`config.mk`:
```
export PLATFORM = sky130hd
export DESIGN_NAME = ysyx_24110006_csr_ctrl
export DESIGN_NICKNAME = d
export VERILOG_FILES = /design/src/rtl/ysyx_24110006_csr_ctrl.sv
export SDC_FILE = /design/constraint.sdc
export NUM_CORES = 1
export LEC_CHECK = 0
export CAP_MARGIN = 20
export CORE_MARGIN = 4
export CORE_UTILIZATION = 46
export DETAILED_ROUTE_END_ITERATION = 6
export PLACE_DENSITY = 0.86
export SETUP_SLACK_MARGIN = 0.02
export SLEW_MARGIN = 20
export SYNTH_ARGS = -nofsm -noshare
export SYNTH_HDL_FRONTEND = slang
export SYNTH_SLANG_ARGS = --single-unit
```
`constraint.sdc`:
```
create_clock -name i_clock -period 4.38 [get_ports i_clock]
set_clock_uncertainty 0.1 [all_clocks]
set_input_delay 1.314 -clock i_clock [delete_from_list [all_inputs] [get_ports i_clock]]
set_output_delay 1.314 -clock i_clock [all_outputs]
set_load 0.02 [all_outputs]
```
`src/rtl/ysyx_24110006_csr_ctrl.sv`:
```
// CSR execution controller: runs one CSR-class instruction at a time
// (csrrw/s/c and their immediate forms, ecall, mret) as READ -> WRITE -> RESP
// against a CSR file that has a combinational read port. It returns the old
// CSR value or a redirect target through a valid/ready handshake.
module ysyx_24110006_csr_ctrl #(
  parameter logic [31:0] MCAUSE_ECALL = 32'd11
) (
  input  logic        i_clock,
  input  logic        i_reset,
  input  logic        i_valid,
  output logic        o_ready,
  input  logic [2:0]  i_op,
  input  logic        i_imm,
  input  logic [4:0]  i_rs1,
  input  logic [31:0] i_src,
  input  logic [11:0] i_csr,
  input  logic [4:0]  i_rd,
  input  logic [31:0] i_pc,
  output logic        o_csr_valid,
  output logic        o_csr_wen,
  output logic [2:0]  o_csr_t,
  output logic [11:0] o_csr,
  output logic [31:0] o_csr_wdata,
  output logic [31:0] o_csr_pc,
  output logic [31:0] o_mcause,
  input  logic [31:0] i_csr_rdata,
  input  logic [31:0] i_csr_upc,
  output logic        o_valid,
  input  logic        i_ready,
  output logic [4:0]  o_rd,
  output logic        o_rd_wen,
  output logic [31:0] o_rd_data,
  output logic        o_jump,
  output logic [31:0] o_npc,
  output logic        o_illegal
);

  typedef enum logic [1:0] {S_IDLE, S_READ, S_WRITE, S_RESP} state_t;

  localparam logic [2:0] OP_CSRRW = 3'b000;
  localparam logic [2:0] OP_CSRRS = 3'b001;
  localparam logic [2:0] OP_CSRRC = 3'b010;
  localparam logic [2:0] OP_ECALL = 3'b011;
  localparam logic [2:0] OP_MRET  = 3'b100;

  localparam logic [2:0] T_MRET  = 3'b000;
  localparam logic [2:0] T_CSRW  = 3'b001;
  localparam logic [2:0] T_READ  = 3'b010;
  localparam logic [2:0] T_ECALL = 3'b011;

  state_t state, state_nxt;

  logic [2:0]  op_q;
  logic        imm_q;
  logic [4:0]  rs1_q;
  logic [31:0] src_q;
  logic [11:0] csr_q;
  logic [4:0]  rd_q;
  logic [31:0] pc_q;
  logic [31:0] old_q;
  logic [31:0] upc_q;
  logic [31:0] new_q;
  logic        do_write_q;
  logic        illegal_q;

  logic        is_csr_op;
  logic        is_ecall;
  logic        is_mret;
  logic [31:0] src_val;
  logic        want_write;
  logic        read_only;

  // Read-modify result for the three csr ops; other ops never write data.
  function automatic logic [31:0] csr_modify(input logic [2:0] op,
                                             input logic [31:0] old,
                                             input logic [31:0] src);
    case (op)
      OP_CSRRW: csr_modify = src;
      OP_CSRRS: csr_modify = old | src;
      OP_CSRRC: csr_modify = old & ~src;
      default:  csr_modify = 32'd0;
    endcase
  endfunction

  assign is_csr_op = (op_q <= OP_CSRRC);
  assign is_ecall  = (op_q == OP_ECALL);
  assign is_mret   = (op_q == OP_MRET);
  assign src_val   = imm_q ? {27'd0, rs1_q} : src_q;
  // csrrs/csrrc with rs1 == 0 are pure reads and must not touch the CSR.
  assign want_write = (op_q == OP_CSRRW) || is_ecall ||
                      (((op_q == OP_CSRRS) || (op_q == OP_CSRRC)) && (rs1_q != 5'd0));
  assign read_only  = (csr_q[11:10] == 2'b11);

  // State register.
  always_ff @(posedge i_clock) begin
    if (!i_reset) state <= S_IDLE;
    else          state <= state_nxt;
  end

  // Next-state logic; RESP is left only when the response is taken.
  always_comb begin
    state_nxt = state;
    case (state)
      S_IDLE:  if (i_valid) state_nxt = S_READ;
      S_READ:  state_nxt = S_WRITE;
      S_WRITE: state_nxt = S_RESP;
      S_RESP:  if (i_ready) state_nxt = S_IDLE;
      default: state_nxt = S_IDLE;
    endcase
  end

  // Request capture in IDLE, read/modify results captured in READ.
  always_ff @(posedge i_clock) begin
    if (!i_reset) begin
      op_q       <= 3'd0;
      imm_q      <= 1'b0;
      rs1_q      <= 5'd0;
      src_q      <= 32'd0;
      csr_q      <= 12'd0;
      rd_q       <= 5'd0;
      pc_q       <= 32'd0;
      old_q      <= 32'd0;
      upc_q      <= 32'd0;
      new_q      <= 32'd0;
      do_write_q <= 1'b0;
      illegal_q  <= 1'b0;
    end else begin
      if (state == S_IDLE && i_valid) begin
        op_q  <= i_op;
        imm_q <= i_imm;
        rs1_q <= i_rs1;
        src_q <= i_src;
        csr_q <= i_csr;
        rd_q  <= i_rd;
        pc_q  <= i_pc;
      end
      if (state == S_READ) begin
        old_q      <= i_csr_rdata;
        upc_q      <= i_csr_upc;
        new_q      <= csr_modify(op_q, i_csr_rdata, src_val);
        do_write_q <= want_write && !read_only;
        illegal_q  <= !(is_csr_op || is_ecall || is_mret) || (want_write && read_only);
      end
    end
  end

  // Output decode; the CSR strobe is masked by reset so no write lands on a reset edge.
  always_comb begin
    o_ready     = (state == S_IDLE);
    o_valid     = (state == S_RESP);
    o_csr       = csr_q;
    o_csr_wdata = new_q;
    o_csr_pc    = pc_q;
    o_mcause    = 32'd0;
    o_csr_valid = 1'b0;
    o_csr_t     = T_READ;
    if (state == S_READ) begin
      if (is_ecall)     o_csr_t = T_ECALL;
      else if (is_mret) o_csr_t = T_MRET;
    end else if (state == S_WRITE) begin
      o_csr_valid = do_write_q && i_reset;
      if (is_csr_op)    o_csr_t = T_CSRW;
      else if (is_ecall) begin
        o_csr_t  = T_ECALL;
        o_mcause = MCAUSE_ECALL;
      end else if (is_mret) o_csr_t = T_MRET;
    end
    o_csr_wen = o_csr_valid;
    o_rd      = rd_q;
    o_rd_data = is_csr_op ? old_q : 32'd0;
    o_npc     = upc_q;
    o_rd_wen  = (state == S_RESP) && is_csr_op && (rd_q != 5'd0) && !illegal_q;
    o_jump    = (state == S_RESP) && (is_ecall || is_mret);
    o_illegal = (state == S_RESP) && illegal_q;
  end

endmodule

```
==> impl_metrics.json <==
{
  "async_flop_share_pct": 0,
  "cts.sinks": 190,
  "grt_usage_pct": 24.7,
  "dp.cells": 1411,
  "syn_area_um2": 7950,
  "clk_path_buf_depth": 2,
  "multi_input_area_um2": 3740,
  "post-place-ws_ps": 567,
  "wl_per_cell_um": 17.2,
  "yosysTopAreaCell": "dfxtp_1",
  "tns_ps": 0,
  "io_pins": 345,
  "min-delay-path-class": "reg -> reg",
  "slowest_stage": "clkdlybuf4s50_1",
  "avgSynthCellArea_um2": 8.50,
  "layout_setup_ws_ps": 420,
  "syn2layout_area_growth_pct": 46.4,
  "cp-end-kind": "primary output",
  "synth_area_leaders": "dfxtp_1 48%, nand2_1 10%, mux2i_1 8.7%, a21boi_0 6.5%, nor2_1 3.3%",
  "synth_top_area_share_pct": 47.9,
  "synthMuxAreaShare_pct": 8.83,
  "rsz0062_at_grt": "false",
  "seq_area_um2": 3800,
  "relSlewSlack_pct": 33.4,
  "worst_slew_pin_slew_ps": 999,
  "grt_start_max_net_pins": 91,
  "synth_edf_count": 0,
  "fill_cells": 1310,
  "htree_levels": 4,
  "synth_seq_area_share_pct": 47.9,
  "post-route-period-util_pct": 90.4,
  "clkTransAtPathRegs_ps": 60,
  "maxCapViolations": 0,
  "hold_violations": 0,
  "wl_um": 24800,
  "worstPathRequired_ps": 2970,
  "ys_seq_elements": 190,
  "dieArea_um2": 19400,
  "ant_nets": 0,
  "netlist_instances": 935,
  "met1_usage_pct": 29.1,
  "layout-drive-gt1-share_pct": 4.50,
  "gp_congestion": 0.812,
  "antenna_cells": 0,
  "vias": 7339,
  "drv_slew": 0,
  "placed_area_um2": 11100,
  "fmax_mhz": 253,
  "die_x_um": 139,
  "cts_setup_buffers": 0,
  "routed_via_density": 5.09,
  "synth_ff_type": "dfxtp_1",
  "final_cell_area_um2": 11600,
  "grt_pass1_vias": 7157,
  "coreArea_um2": 16800,
  "clk_latency_ps": 420,
  "stdcell_count": 1442,
  "finalCriticalPeriod_ps": 3960,
  "leakagePower_nw": 4.38,
  "grt_overflow": 0,
  "cts_tree": "done",
  "portBuffers": 314,
  "finalSetupViolCount": 0,
  "critPathMaxStageDelay_ps": 700,
  "drcViolationCount": 0,
  "die_y_um": 139,
  "synth_top_family_by_area": "simple AND/OR/NAND/NOR gates",
  "path_class": "reg -> out",
  "synthXorXnorAreaFrac_pct": 0,
  "ctsResizeCount": 0,
  "start_util_pct": 47.4,
  "status": "completed",
  "crit_chain": "inv_1, ha_4, nand2b_1, nor3_1, clkdlybuf4s50_1",
  "irDropWorstVdd_mv": 0.313,
  "synth-simple-area-share_pct": 19.6,
  "drtIter0Drc": 399,
  "synth_adder_area_share_pct": 0.787,
  "dp_hpwl_um": 17500,
  "powerDensity_nw_per_um2": 532,
  "cts_hold_buf": 0,
  "crit_fanout": 29,
  "use_met2_pct": 42.8,
  "grt-busiest-layer": "met2",
  "crit_arrival_ps": 2550,
  "rows": 47,
  "grt_pass1_wl_um": 38800,
  "firstDrtPassIters": 5,
  "gr-usage-met3_pct": 7.92,
  "cts_inserted_buffers": 17,
  "yosys_warnings": 0,
  "cts_root_buf": "clkbuf_16",
  "antenna_found_initial": 0,
  "synth_cell_type_count": 34,
  "synth_compound_area_share_pct": 16.0,
  "p_total_mw": 6.19,
  "nNetsFinal": 1373,
  "start_kind": "flip-flop"
}
[area by class of cell]
type                       count  share of cell area (%)
inverter                       7                   0.226
multi-input combinational    666                    32.2
timing repair buffer         328                    27.9
tap                          220                    2.37
clock inverter                10                   0.796
clock buffer                  21                    3.87
sequential                   190                    32.7
[power by group]
part | leakage (nW) | internal [mW] | switching, mW | total [mW]
clock | 0.267 | 0.796 | 0.653 | 1.45
combinational | 2.56 | 1.10 | 1.37 | 2.47
sequential | 1.55 | 2.06 | 0.203 | 2.27
[state kept, by name, indices dropped and copies added (netlist names), 2 cells and up]
register,flops
op_q,3
o_npc,32
o_rd,5
o_csr,12
state,2
old_q,32
src_q,32
o_csr_wdata,32
rs1_q,5
o_csr_pc,32
[Yosys cell counts (3+ instances only)]
| cell type | n |
|---|---|
| ha_1 | 5 |
| nor2b_1 | 30 |
| inv_1 | 7 |
| o21ai_0 | 52 |
| clkbuf_1 | 54 |
| a21oi_1 | 28 |
| buf_4 | 34 |
| and2_1 | 33 |
| mux2i_1 | 69 |
| a21boi_0 | 69 |
| buf_2 | 12 |
| nand2b_1 | 3 |
| a31oi_1 | 4 |
| dfxtp_1 | 190 |
| a22oi_1 | 28 |
| o21ai_1 | 8 |
| nand2_1 | 220 |
| nor2_1 | 70 |
[per-layer routing]
metal	vias to the layer above	wire length (um)
met4	0	584
li1	3578	-
met1	3435	9830
met3	40	2070
met5	-	0
met2	286	12300
[final timing paths]
check        slack [ps]             from              end  cells past startpoint
max                 420         state[1]      o_mcause[1]                      5
min                 350  o_csr_wdata[16]  o_csr_wdata[16]                      2
max reg2reg        2050         state[1]        o_npc[19]                      5
min reg2reg         350  o_csr_wdata[16]  o_csr_wdata[16]                      2
[critical path, delay by kind of cell (launching register included)]
family                   cells  cell delay [ps]
AND/OR/NAND/NOR              2              610
adder cells (fa/ha/maj)      1              330
flip-flops                   1              370
buffers and inverters        2              810
[through the flow]
step	hold WS, ps	util [%]
2_1_floorplan	341	-
3_3_place_gp	333	66.1
3_5_place_dp	341	66.1
4_1_cts	351	69.4
5_1_grt	365	69.4
6_report	347	69.4
[cells in the final DEF, fill, tap and decap left out, types with 6 or more instances in the layout]
cell type / Yosys / routed
buf_4: 34 / 14
conb_1: 1 / 30
o21ai_1: 8 / 8
dfxtp_1: 190 / 190
a21oi_1: 28 / 27
o21ai_0: 52 / 52
and2_1: 33 / 32
a22oi_1: 28 / 28
nand2_1: 220 / 219
nor2_1: 70 / 68
a21boi_0: 69 / 69
clkdlybuf4s50_1: 0 / 313
clkbuf_16: 0 / 17
mux2i_1: 69 / 69
inv_1: 7 / 6
nor2b_1: 30 / 30
[logic make-up (layout without fill, tap and decap cells)]
group,Yosys count,count (layout)
AO/OA/AOI/OAI,197,197
adder cells (fa/ha/maj),5,5
buffers and inverters,108,366
flip-flops,190,190
multiplexers,70,70
other,1,30
AND/OR/NAND/NOR,364,364
Note: power is estimated with default switching activity, not from simulation.
